<file path="config.mk">
export PLATFORM = sky130hd
export DESIGN_NAME = branch_resolve_unit
export DESIGN_NICKNAME = d
export VERILOG_FILES = /design/src/rtl/branch_resolve_unit.sv
export SDC_FILE = /design/constraint.sdc
export NUM_CORES = 1
export LEC_CHECK = 0
export CORE_AREA = 2 2 183 185
export DETAILED_ROUTE_END_ITERATION = 6
export DIE_AREA = 0 0 185 187
export PLACE_DENSITY_LB_ADDON = 0.2
export SYNTH_ARGS = -nofsm -noshare
export SYNTH_HDL_FRONTEND = slang
export SYNTH_SLANG_ARGS = --single-unit
</file>
<file path="constraint.sdc">
create_clock -name i_clk -period 6.6 [get_ports i_clk]
set_input_delay 1.98 -clock i_clk [delete_from_list [all_inputs] [get_ports i_clk]]
set_output_delay 1.98 -clock i_clk [all_outputs]
set_load 0.03 [all_outputs]
</file>
<file path="src/rtl/branch_resolve_unit.sv">
// branch_resolve_unit: registered branch/jump resolution stage.
// Computes the JAL/JALR/B-type target, evaluates the branch condition,
// compares against the fetch prediction and holds one result behind a
// valid/ready handshake. Keeps saturating branch/mispredict counters.
// Optional feature macro: BRANCH_MISALIGN_TRAP_EN (taken targets with
// bit 1 set are flagged misaligned instead of redirecting).
module branch_resolve_unit #(
  parameter int WIDTH     = 32,
  parameter int CNT_WIDTH = 16
) (
  input  logic                 i_clk,
  input  logic                 i_rst,
  input  logic                 i_valid,
  output logic                 o_ready,
  input  logic [2:0]           i_op,
  input  logic                 i_jump,
  input  logic                 i_jalr,
  input  logic [WIDTH-1:0]     i_pc,
  input  logic [WIDTH-1:0]     i_rs1,
  input  logic [WIDTH-1:0]     i_rs2,
  input  logic [WIDTH-1:0]     i_immediate,
  input  logic                 i_pred_taken,
  input  logic [WIDTH-1:0]     i_pred_target,
  input  logic                 i_flush,
  output logic                 o_valid,
  input  logic                 i_ready,
  output logic                 o_taken,
  output logic                 o_mispredict,
  output logic                 o_misaligned,
  output logic [WIDTH-1:0]     o_target,
  output logic [WIDTH-1:0]     o_redirect_pc,
  output logic [WIDTH-1:0]     o_link,
  output logic [CNT_WIDTH-1:0] o_branch_count,
  output logic [CNT_WIDTH-1:0] o_mispredict_count
);

  // Result and statistics registers
  logic                 valid_q, valid_d;
  logic                 taken_q, taken_d;
  logic                 mispredict_q, mispredict_d;
  logic                 misaligned_q, misaligned_d;
  logic [WIDTH-1:0]     target_q, target_d;
  logic [WIDTH-1:0]     redirect_q, redirect_d;
  logic [WIDTH-1:0]     link_q, link_d;
  logic [CNT_WIDTH-1:0] branch_cnt_q, branch_cnt_d;
  logic [CNT_WIDTH-1:0] mispred_cnt_q, mispred_cnt_d;

  // Combinational resolution of the incoming instruction
  logic             cond_c;
  logic             taken_c;
  logic             mispredict_c;
  logic             misaligned_c;
  logic [WIDTH-1:0] sum_c;
  logic [WIDTH-1:0] target_c;
  logic [WIDTH-1:0] link_c;
  logic [WIDTH-1:0] redirect_c;

  logic accept;
  logic transfer;

  // The slot frees up when empty or when the consumer drains it this cycle
  assign o_ready  = !valid_q || i_ready;
  assign accept   = i_valid && o_ready && !i_flush;
  assign transfer = valid_q && i_ready;

  // Target/link arithmetic, condition evaluation and prediction check
  always_comb begin
    sum_c    = (i_jalr ? i_rs1 : i_pc) + i_immediate;
    // JALR drops bit 0 of the computed address
    target_c = {sum_c[WIDTH-1:1], (i_jalr ? 1'b0 : sum_c[0])};
    link_c   = i_pc + WIDTH'(4);

    cond_c = 1'b0;
    case (i_op)
      3'b000:  cond_c = (i_rs1 == i_rs2);
      3'b001:  cond_c = (i_rs1 != i_rs2);
      3'b100:  cond_c = ($signed(i_rs1) <  $signed(i_rs2));
      3'b101:  cond_c = ($signed(i_rs1) >= $signed(i_rs2));
      3'b110:  cond_c = (i_rs1 <  i_rs2);
      3'b111:  cond_c = (i_rs1 >= i_rs2);
      default: cond_c = 1'b0;  // 010/011 are not branch conditions
    endcase

    taken_c = i_jump || cond_c;

`ifdef BRANCH_MISALIGN_TRAP_EN
    // A misaligned taken target traps: no redirect to it, no mispredict
    misaligned_c = taken_c && target_c[1];
    if (misaligned_c) begin
      mispredict_c = 1'b0;
      redirect_c   = link_c;
    end else begin
      mispredict_c = (taken_c != i_pred_taken) ||
                     (taken_c && (i_pred_target != target_c));
      redirect_c   = taken_c ? target_c : link_c;
    end
`else
    // Halfword-aligned targets are legal when compressed code is present
    misaligned_c = 1'b0;
    mispredict_c = (taken_c != i_pred_taken) ||
                   (taken_c && (i_pred_target != target_c));
    redirect_c   = taken_c ? target_c : link_c;
`endif
  end

  // Next-state: result load on accept, valid tracking, saturating counters
  always_comb begin
    valid_d       = valid_q;
    taken_d       = taken_q;
    mispredict_d  = mispredict_q;
    misaligned_d  = misaligned_q;
    target_d      = target_q;
    redirect_d    = redirect_q;
    link_d        = link_q;
    branch_cnt_d  = branch_cnt_q;
    mispred_cnt_d = mispred_cnt_q;

    if (i_flush) begin
      valid_d = 1'b0;
    end else if (accept) begin
      valid_d = 1'b1;
    end else if (transfer) begin
      valid_d = 1'b0;
    end

    if (accept) begin
      taken_d      = taken_c;
      mispredict_d = mispredict_c;
      misaligned_d = misaligned_c;
      target_d     = target_c;
      redirect_d   = redirect_c;
      link_d       = link_c;
    end

    // A transfer completes even in a flush cycle, so it is always counted
    if (transfer) begin
      if (branch_cnt_q != {CNT_WIDTH{1'b1}}) begin
        branch_cnt_d = branch_cnt_q + CNT_WIDTH'(1);
      end
      if (mispredict_q && (mispred_cnt_q != {CNT_WIDTH{1'b1}})) begin
        mispred_cnt_d = mispred_cnt_q + CNT_WIDTH'(1);
      end
    end
  end

  // State register with synchronous reset overriding flush and input
  always_ff @(posedge i_clk) begin
    if (i_rst) begin
      valid_q       <= 1'b0;
      taken_q       <= 1'b0;
      mispredict_q  <= 1'b0;
      misaligned_q  <= 1'b0;
      target_q      <= '0;
      redirect_q    <= '0;
      link_q        <= '0;
      branch_cnt_q  <= '0;
      mispred_cnt_q <= '0;
    end else begin
      valid_q       <= valid_d;
      taken_q       <= taken_d;
      mispredict_q  <= mispredict_d;
      misaligned_q  <= misaligned_d;
      target_q      <= target_d;
      redirect_q    <= redirect_d;
      link_q        <= link_d;
      branch_cnt_q  <= branch_cnt_d;
      mispred_cnt_q <= mispred_cnt_d;
    end
  end

  assign o_valid            = valid_q;
  assign o_taken            = taken_q;
  assign o_mispredict       = mispredict_q;
  assign o_misaligned       = misaligned_q;
  assign o_target           = target_q;
  assign o_redirect_pc      = redirect_q;
  assign o_link             = link_q;
  assign o_branch_count     = branch_cnt_q;
  assign o_mispredict_count = mispred_cnt_q;

endmodule
</file>
# After elaboration in Yosys (flattened, before gate mapping)
# Index checks and enable logic that the tools add are counted.
[word_totals] ff_bits=131 inputBits=171
[op_classes] eq_ne=11 n_lt_le_gt_ge=4 reduce_logical=15 addsub=4 mux=6
[op_table] operator="$ge A32 B32 Y1" n=2
[op_table] operator="$lt A32 B32 Y1" n=2
[op_table] operator="$mux W32" n=2
[op_table] operator="$ne A32 B32 Y1" n=2
[op_table] operator="$add A16 B1 Y16 const B" n=2
[op_table] operator="$add A32 B3 Y32 const B" n=1
[op_table] operator="$add A32 B32 Y32" n=1
[op_table] operator="$eq A32 B32 Y1" n=1
[op_table] operator="$ne A16 B16 Y1 const B" n=2
[op_table] operator="$eq A3 B3 Y1 const B" n=4
[op_table] operator="$pmux W1 S6" n=1
[op_table] operator="$logic_and A1 B1 Y1" n=5
[op_table] operator="$reduce_and A2 Y1" n=2
[op_table] operator="$eq A3 B1 Y1 const B" n=1
[op_table] operator="$logic_not A3 Y1" n=1
[op_table] operator="$logic_or A1 B1 Y1" n=3
[op_table] operator="$mux W1" n=3
[op_table] operator="$logic_not A1 Y1" n=2
[op_table] operator="$reduce_bool A2 Y1" n=1
[op_table] operator="$reduce_or A2 Y1" n=1
[op_table] operator="$ne A1 B1 Y1" n=1

# Longest topological paths before layout
[depth] word_depth=6 mapped_depth=15 depth_no_buf=13

# Least setup slack after synthesis
# Ideal clock, no wire load.
[synth_timing] path_type="input to register" from="in i_jalr" to="reg mispredict_q, in the netlist o_mispredict" slack_ns=1.032 path_buffers=3 t_arrival_ns=5.453 path_stages=13 path_cell_list="clkbuf_1 > clkbuf_1 > mux2_2 > ha_1 > clkbuf_1 > nand4_1 > or4_1 > o21ai_2 > xor3_2 > or4_1 > nor4_2 > nand4_1 > and2_1"
[synth_via] elab_chain_cells=6
[synth_rtl] element="start: declaration" line_no="17" rtl="input logic i_jalr,"
[synth_rtl] element="$mux W32" line_no="68" rtl="sum_c = (i_jalr ? i_rs1 : i_pc) + i_immediate;"
[synth_rtl] element="$add A32 B32 Y32" line_no="68"
[synth_rtl] element="$mux W1" line_no="70" rtl="target_c = {sum_c[WIDTH-1:1], (i_jalr ? 1'b0 : sum_c[0])};"
[synth_rtl] element="$ne A32 B32 Y1 (*)" line_no="101" rtl="(taken_c && (i_pred_target != target_c));"
[synth_rtl] element="$logic_and A1 B1 Y1 (*)" line_no="101"
[synth_rtl] element="$logic_or A1 B1 Y1 (*)" line_no="100" rtl="mispredict_c = (taken_c != i_pred_taken) ||"
[synth_rtl] element="end signal: assignment" line_no="161" rtl="mispredict_q <= mispredict_d;"
[synth_rtl] element="end: declaration" line_no="40" rtl="logic mispredict_q, mispredict_d;"
# Every way passes the cells marked *; elsewhere a longest branch is shown, timed or not.
# A chain may end at the register's enable or synchronous reset.

# Worst setup path in the final report
# Ends and elaborated chain as after synthesis.

==> run metrics <==
GRT Total Usage=0.200; Crit path largest cell delay=0.61 ns; met2 Track Usage GR=0.327; Cell Area, Synth=0.00965 mm²; CP required=6.92 ns; Setup Viol. Count Final=0; register area share after synthesis=0.272; met3 usage=0.0331; met1 Usage GRT=0.273; Reg-to-Reg Start=o_valid$_SDFFE_PP0P_; reg-to-reg endpoint=o_redirect_pc[20]$_SDFFE_PP0P_; Pleak=5.16 nW; Initial Utilization=0.294; root buffer selected by CTS=clkbuf_16; Setup CP Type=input port to flip-flop; number of antenna violations at the first check in global routing=0; hold path startpoint=o_target[15]$_SDFFE_PP0P_; cell accounting for the most synthesized area=dfxtp_1; Power Total=2.85 mW; crit-path cells=clkdlybuf4s50_1 -> buf_12 -> mux2_2 -> ha_1 -> fa_1 -> nand3_1 -> a21oi_1 -> o21a_1 -> o2111ai_1 -> a22o_1 -> nand4b_1 -> or4_1 -> nor4_2 -> nand4_1 -> and2_1; Max VDD drop=0.154 mV; DP Cell Count=1924; Final Max Tran Viols=0; largest net degree at the start of global routing=87; PwrDens=209 mW/mm²; number of remaining DRC errors=0; Hold Slack=0.453 ns; f_max=175 MHz; CTS Buf Count=17; Die H=187 µm; Synth-to-Final Area Change=41.4%; hold path endpoint=o_target[15]$_SDFFE_PP0P_; Worst Setup SP=i_jalr; crit-path max FO=33; vias post-DR=9704; vias per inst=approximately 5; Post-Route WL=35500 µm; num ports=304; Most used DFF post-synth=dfxtp_1; ratio of final minimum period to clock period=0.865; syn_area_per_cell=7.85 µm²; Worst Hold Class=flip-flop to flip-flop; commonest non-fill, non-tap cells in the layout=clkdlybuf4s50_1 (301), nand2_1 (199), dfxtp_1 (131); vias in the first global route=roughly 9400; Net Count, Synth=1466; Final Hold Fails=0; core area=around 0.033 mm²; Synth async-reset ratio=0; minimum clock period=5.71 ns; Routed WL per cell=~18 µm; CP top delay family=compound AO/OA/AOI/OAI gates; Crit. End Element=flip-flop; EDFF count, synth=0; 1st-iter DRT viols=563; worst skew pair latency=roughly 0.43 ns; diodes inserted=0; #FFs+latches synth=131; gpl congestion=0.885; Final Instance Area=0.0136 mm²; clk slew on worst S/H paths=0.06 ns; Die Width=185 µm; Reg2Reg Depth=6; Final Core Density=0.415; non-filler instance count after layout=1956; Slew headroom=0.308; # port buffers=302; CTS tree=yes; H-Tree Depth=4; layout cells sized above 1=0.0769; final setup TNS=0 ns; Synth Instances=1228; post-CTS resize count=0; synth top area cells=dfxtp_1 (27%), ha_1 (8.6%), nand2_1 (7.7%); Rows=67; total gr overflow=0; Placed Area=~0.013 mm²; GR peak layer=met2; status=complete, no violations; # hold bufs at CTS=0; final worst slack=0.889 ns; clock sinks=131; die area=approximately 0.035 mm²; Worst R2R Setup Slack=between 3 and 4 ns; Layout Nets=1733; Ys Warns=0; pin slew with the least headroom to its limit=1.03 ns; Worst path slowest cell=o2111ai_1; Setup WS pre-CTS=0.448 ns; drt pass-1 iters=5; Antenna Violating Nets Remaining=0; CTS Buffer Depth=2; first-pass GRT wire length=53400 µm; commonest non-fill, non-tap cell in the layout=clkdlybuf4s50_1; RSZ-0062 raised after global routing=no; Unique masters post-synth=85; Critical Path AT=6.03 ns; Synth top area share=0.272; post-CTS setup buffers=0; max cap viols=0; Final Skew=0.00902 ns; worst path buffer plus inverter count=2; HPWL after DPL=29300 µm; Hold Path Stages=2; Startpoint Class=input port
## synthesized netlist by cell type (5+ instances only)
library cell,count
a211oi_1,38
a21o_1,15
a21oi_1,124
a31oi_1,6
and2_1,5
and3_1,18
buf_2,6
buf_4,5
clkbuf_1,49
dfxtp_1,131
ha_1,66
inv_1,40
mux2_2,31
mux2i_1,12
nand2_1,199
nand2b_1,10
nand3_1,30
nand3b_1,5
nand4_1,27
nor2_1,119
nor2b_1,7
nor3_1,14
nor4_1,8
o211ai_1,26
o21a_1,6
o21ai_0,28
o21ai_1,6
or3_1,11
xnor2_1,36
xor2_1,61
## worst register-to-register path: cells and delay by family (launching register included)
family	cells	cell delay (ns)
compound gates	2	0.40
simple gates	2	0.75
buf+inv	2	1.22
flops	1	0.33
## flip-flops by register name, summed over array words and instances (netlist names)
| register | cells |
|---|---|
| o_branch_count | 16 |
| o_link | 32 |
| o_mispredict | 1 |
| o_mispredict_count | 16 |
| o_redirect_pc | 32 |
| o_taken | 1 |
| o_target | 32 |
| o_valid | 1 |
## worst max path at each step
stage          depth (start not counted)  slack [ns]                   endpoint
3_5_place_dp                          15        0.45  o_mispredict$_SDFFE_PP0P_
6_report                              15        0.89  o_mispredict$_SDFFE_PP0P_
3_3_place_gp                          15        0.47  o_mispredict$_SDFFE_PP0P_
2_1_floorplan                         13        1.03  o_mispredict$_SDFFE_PP0P_
5_1_grt                               14        0.66  o_mispredict$_SDFFE_PP0P_
4_1_cts                               15        0.90  o_mispredict$_SDFFE_PP0P_
## kinds of logic (layout without fill, tap and decap cells)
kind of cell | after synthesis | in the layout | synth area share
AOI/OAI and AO/OA | 295 | 295 | 0.202
xor gates and xnor gates | 106 | 106 | 0.110
adders and majority gates | 67 | 67 | 0.0877
buffers and inverters | 108 | 388 | 0.0497
DFF | 131 | 131 | 0.272
muxes | 43 | 43 | 0.0486
other | 1 | 1 | 0.000389
and+or+nand+nor | 477 | 477 | 0.229
## power by group
group          total (mW)  internal [mW]  switching (mW)
combinational        1.03          0.439           0.590
clock               0.955          0.566           0.388
sequential          0.867          0.838          0.0286
## layer usage
metal  vias to the layer above  share of wire
li1                       4900              -
met1                      4512           0.48
met2                       260           0.45
met3                        32          0.052
met4                         0          0.016
met5                         -              0
## cell type report
| cell class | instances | area [µm²] |
|---|---|---|
| well taps | 448 | 561 |
| flip-flops and latches | 131 | 2620 |
| fillers | 3397 | 19200 |
| inverters | 40 | 150 |
| repair buffers | 316 | 3160 |
| clock buffers | 17 | 425 |
| clock inverters | 15 | 165 |
| multi-input cells | 989 | 6550 |
Power figures use the tool's default switching activity.
